[src/rtl/rv_fetch_aligner.sv]
// Halfword realigner between the fetch port and the decompressing decoder: emits one
// 16/32-bit instruction per handshake with its PC. Optional fault tagging: RV_FETCH_ALIGNER_FAULT_EN.
module rv_fetch_aligner #(
    parameter logic [31:0] RESET_PC = 32'h0000_0000
) (
    input  logic        clock,
    input  logic        reset,
    input  logic        in_valid,
    output logic        in_ready,
    input  logic [31:0] in_data,
`ifdef RV_FETCH_ALIGNER_FAULT_EN
    input  logic        in_fault,
    output logic        out_fault,
`endif
    output logic        out_valid,
    input  logic        out_ready,
    output logic [31:0] out_insn,
    output logic [31:0] out_pc,
    input  logic        redirect_valid,
    input  logic [31:0] redirect_pc
);

    logic [15:0] r_buf [3];
    logic [1:0]  r_cnt;
    logic [31:0] r_pc;
    logic        r_skip;

    logic [15:0] w_buf_nx [3];
    logic [1:0]  w_cnt_nx;
    logic [1:0]  w_pop;
    logic [1:0]  w_rem;
    logic        w_need1;
    logic        w_head_flt;
    logic        w_ofire;
    logic        w_ifire;
    logic [31:0] w_redir_pc;

`ifdef RV_FETCH_ALIGNER_FAULT_EN
    logic [2:0]  r_flt;
    logic [2:0]  w_flt_nx;

    assign w_head_flt = r_flt[0];
    assign out_fault  = r_flt[0] | (~w_need1 & r_flt[1]);
`else
    assign w_head_flt = 1'b0;
`endif

    // A faulted head is released as a single halfword so the fault can surface without waiting.
    assign w_need1   = (r_buf[0][1:0] != 2'b11) | w_head_flt;
    assign out_valid = w_need1 ? (r_cnt != 2'd0) : (r_cnt >= 2'd2);
    assign out_insn  = w_need1 ? {16'h0000, r_buf[0]} : {r_buf[1], r_buf[0]};
    assign out_pc    = r_pc;

    assign w_ofire    = out_valid & out_ready & ~redirect_valid;
    assign w_pop      = w_ofire ? (w_need1 ? 2'd1 : 2'd2) : 2'd0;
    assign w_rem      = r_cnt - w_pop;
    assign in_ready   = ~redirect_valid & (w_rem <= 2'd1);
    assign w_ifire    = in_valid & in_ready;
    assign w_redir_pc = redirect_pc & 32'hFFFF_FFFE;

    // Pop shifts the survivors down; the pushed halfwords land right after them.
    always_comb begin
        w_buf_nx = r_buf;
`ifdef RV_FETCH_ALIGNER_FAULT_EN
        w_flt_nx = r_flt;
`endif
        unique case (w_pop)
            2'd1: begin
                w_buf_nx[0] = r_buf[1];
                w_buf_nx[1] = r_buf[2];
`ifdef RV_FETCH_ALIGNER_FAULT_EN
                w_flt_nx[0] = r_flt[1];
                w_flt_nx[1] = r_flt[2];
`endif
            end
            2'd2: begin
                w_buf_nx[0] = r_buf[2];
`ifdef RV_FETCH_ALIGNER_FAULT_EN
                w_flt_nx[0] = r_flt[2];
`endif
            end
            default: ;
        endcase
        w_cnt_nx = w_rem;
        if (w_ifire) begin
            if (r_skip) begin
                w_buf_nx[w_rem] = in_data[31:16];
                w_cnt_nx        = w_rem + 2'd1;
`ifdef RV_FETCH_ALIGNER_FAULT_EN
                w_flt_nx[w_rem] = in_fault;
`endif
            end else begin
                w_buf_nx[w_rem]        = in_data[15:0];
                w_buf_nx[w_rem + 2'd1] = in_data[31:16];
                w_cnt_nx               = w_rem + 2'd2;
`ifdef RV_FETCH_ALIGNER_FAULT_EN
                w_flt_nx[w_rem]        = in_fault;
                w_flt_nx[w_rem + 2'd1] = in_fault;
`endif
            end
        end
    end

    always_ff @(posedge clock or posedge reset) begin
        if (reset) begin
            r_buf  <= '{default: '0};
            r_cnt  <= '0;
            r_pc   <= {RESET_PC[31:1], 1'b0};
            r_skip <= RESET_PC[1];
`ifdef RV_FETCH_ALIGNER_FAULT_EN
            r_flt  <= '0;
`endif
        end else if (redirect_valid) begin
            r_cnt  <= '0;
            r_pc   <= w_redir_pc;
            r_skip <= w_redir_pc[1];
        end else begin
            r_buf <= w_buf_nx;
            r_cnt <= w_cnt_nx;
            r_pc  <= r_pc + {29'd0, w_pop, 1'b0};
            if (w_ifire)
                r_skip <= 1'b0;
`ifdef RV_FETCH_ALIGNER_FAULT_EN
            r_flt <= w_flt_nx;
`endif
        end
    end

endmodule

[config.mk]
export PLATFORM = sky130hd
export DESIGN_NAME = rv_fetch_aligner
export DESIGN_NICKNAME = d
export VERILOG_FILES = /design/src/rtl/rv_fetch_aligner.sv
export SDC_FILE = /design/constraint.sdc
export NUM_CORES = 1
export LEC_CHECK = 0
export ABC_AREA = 1
export CORE_UTILIZATION = 53
export DETAILED_ROUTE_END_ITERATION = 12
export PLACE_DENSITY = 0.93
export SLEW_MARGIN = 20
export SYNTH_ARGS = -nofsm -noshare
export SYNTH_HDL_FRONTEND = slang
export SYNTH_SLANG_ARGS = --single-unit
[constraint.sdc]
create_clock -name clock -period 4.6 [get_ports clock]
set_input_delay 0.92 -clock clock [delete_from_list [all_inputs] [get_ports clock]]
set_output_delay 0.92 -clock clock [all_outputs]
set_load 0.1 [all_outputs]
==> out/metrics.yaml <==
period_needed_ns: 4.158
multi_input_area_sq_um: 3662
clock_sinks: 82
hold_violations: 0
detail_route.wl_per_cell_um: 15.17
drt_iter0_drc: 999
rsz0062_at_grt: "false"
max_stage_delay_ns: 0.49
syn2layout_area_growth_pct: 25.01
place_congestion: 0.9616
hold_path_depth: 2
vias_per_cell: 5.442
dp.cells: 1380
fillers: 1045
coreArea_sq_um: 12060
min_to: "r_buf[2]$_DFFE_PP0P_"
p_clk_share_pct: 15.4
arrival_ns: 3.24
fin_area_sq_um: 8224
layout.nets: 1300
die_x_um: 113.4
place_hpwl_mm: 14.22
die_h_um: 113.4
postCtsSetupBuffers: 0
avgSynthCellArea_sq_um: 5.827
seq_area_sq_um: 2052
cts_resized: 0
maxCapViolations: 0
tns_ns: 0
cts_tree: "yes"
final_cells: 1396
p_leak_nw: 4.391
post-route-period-util_pct: 90.40
die-area_sq_um: 12860
syn_area_sq_um: 6579
grt_use_total_pct: 33.50
p_sw_mw: 2.459
synth-seq-cells: 82
hold_path_class: "reg -> reg"
r2r-start: "r_buf[33]$_DFFE_PP0N_"
antenna_found_initial: 0
root_buffer: "clkbuf_16"
yosys_warnings: 0
htreeDepth: 3
worst-path-max-fanout: 5
initial_core_util_pct: 54.54
drive_gt1_share_pct: 3.746
diodes: 0
final_common_cell: "nand2_1"
ir_worst_vdd_mv: 0.3066
pwr_density_cell_nw_per_um2: 552.3
crit_chain: "clkdlybuf4s50_1, inv_1, nor2_1, o211ai_2, inv_1, ha_1, inv_1, nand3_1, nand2_1, inv_1, ha_1, clkinv_1, nand3_2, nand2_1, inv_1, buf_12"
grt_pass1_wl_mm: 33.95
grt_max_degree: 50
ff2ff_path_depth: 15
postRouteAntennaNets: 0
syn_inst: 1129
pin_count: 135
worst_slew_pin_slew_ns: 1.105
max_freq_ghz: 0.2405
gr-total-overflow: 0
grt_pass1_vias: 7002
relSlewSlack_pct: 26.10
crit_type: "in -> out"
drv_slew: 0
hp-start: "r_buf[2]$_DFFE_PP0P_"
status: "finished, final reports clean"
drc: 0
final_cell_mix: "nand2_1 (491), inv_1 (131), clkdlybuf4s50_1 (129)"
setup-violations-final: 0
endpoint_kind: "output port"
numCtsBuffers: 9
portBuffers: 132
insertion_delay_ns: 0.34
clock_skew_ns: 0.007145
cellInternalPower_mw: 2.083
clock_path_buffers: 2
pwr-share-comb_pct: 58.8
r2r-end: "r_buf[1]$_DFFE_PP0P_"
critPathSlowestCell: "clkdlybuf4s50_1"
cp-start-kind: "input port"
p_sw_share_pct: 54.14
holdBufCountCts: 0
via_count: 7597
synth_cell_type_count: 25
seq_area_frac_synth_pct: 31.19
clk_pin_slew_worst_paths_ns: 0.06
first_pass_iters: 6
drt-total-wl_mm: 21.18
worstPathRequired_ns: 3.68
crit_top_cell: "inv_1"
placed_cell_area_sq_um: 7940
power_mw: 4.542
row_count: 40
syn-num-nets: 1206
worst-r2r-setup-slack_ns: 1.45
power.share.sequential_pct: 25.8
## worst max path at each step
| stage | start | endpoint | slack, ns | cells past startpoint |
|---|---|---|---|---|
| 2_1_floorplan | out_ready | in_ready | 0.18 | 16 |
| 6_report | out_ready | in_ready | 0.44 | 16 |
| 3_3_place_gp | out_ready | in_ready | 0.55 | 16 |
| 3_5_place_dp | out_ready | in_ready | 0.44 | 16 |
| 4_1_cts | out_ready | in_ready | 0.45 | 16 |
| 5_1_grt | out_ready | in_ready | 0.25 | 16 |
## worst max-delay path: cells and delay by family
kind            cells  cell delay [ns]
compound gates      1             0.12
fa+ha+maj           2             0.37
buf+inv             8             1.22
simple gates        5             0.61
## power groups by stage
| stage | logic (mW) | clock network, mW | registers [mW] |
|---|---|---|---|
| 3_5_place_dp | 2.63 | 0 | 1.17 |
| 3_3_place_gp | 2.58 | 0 | 1.16 |
| 4_1_cts | 2.65 | 0.699 | 1.16 |
| 5_1_grt | 2.86 | 0.739 | 1.19 |
| 2_1_floorplan | 1.93 | 0 | 1.28 |
| 6_report | 2.67 | 0.701 | 1.17 |
## synthesized netlist by cell type
| library cell | count | area, sq um |
|---|---|---|
| nor2_4 | 2 | 22.52 |
| dfrtp_1 | 82 | 2052 |
| conb_1 | 1 | 3.750 |
| buf_1 | 5 | 18.77 |
| ha_1 | 7 | 87.58 |
| nand3_1 | 109 | 545.5 |
| a21oi_1 | 18 | 90.09 |
| nor3_1 | 10 | 50.05 |
| buf_2 | 16 | 80.08 |
| nand4_1 | 19 | 118.9 |
| xor2_1 | 10 | 87.58 |
| clkbuf_1 | 32 | 120.1 |
| clkinv_1 | 3 | 11.26 |
| buf_4 | 18 | 135.1 |
| inv_1 | 132 | 495.5 |
| xnor2_1 | 10 | 87.58 |
| nand2_1 | 491 | 1843 |
| nor2_1 | 104 | 390.4 |
| fa_1 | 1 | 20.02 |
| nand3_2 | 2 | 20.02 |
| o211ai_2 | 1 | 12.51 |
| nand3b_1 | 2 | 15.01 |
| a31oi_1 | 2 | 12.51 |
| o21ai_0 | 51 | 255.2 |
| inv_2 | 1 | 3.750 |
## metal layers
metal	part of all wire [%]	GRT usage, %	vias up
met1	39	41.73	3387
met2	45	55.17	479
li1	-	-	3640
met5	0	0	-
met3	11	5.367	91
met4	4.5	19.74	0
## sequential cells by signal (all words and copies together), names as in the netlist
register / flops
out_pc: 31
r_cnt: 2
r_skip: 1
r_buf: 48
## kinds of logic after synthesis
| group | Yosys count | share of synthesized area (%) |
|---|---|---|
| flip-flops | 82 | 31.19 |
| AO/OA/AOI/OAI | 72 | 5.629 |
| adder cells (fa/ha/maj) | 8 | 1.636 |
| other | 1 | 0.05700 |
| AND/OR/NAND/NOR | 739 | 45.68 |
| buffers and inverters | 207 | 13.14 |
| XOR/XNOR | 20 | 2.662 |
## per-stage QoR
| stage | hold WS, ns | setup slack, ns | util [%] |
|---|---|---|---|
| 5_1_grt | 0.5350 | 0.2500 | 68.18 |
| 6_report | 0.5090 | 0.4415 | 68.18 |
| 3_5_place_dp | 0.4893 | 0.4438 | 65.83 |
| 4_1_cts | 0.5057 | 0.4506 | 68.18 |
| 2_1_floorplan | 0.4708 | 0.1826 | - |
| 3_3_place_gp | 0.4907 | 0.5499 | 65.83 |
## final cells by class
cell class / instances / share of cell area [%]
clock buffer: 14 / 3.332
clock inverter: 2 / 0.1217
inverter: 136 / 6.222
multi-input combinational: 840 / 44.53
sequential: 82 / 24.95
tap: 168 / 2.556
timing repair buffer: 154 / 18.29
(Power assumes the default switching activity.)
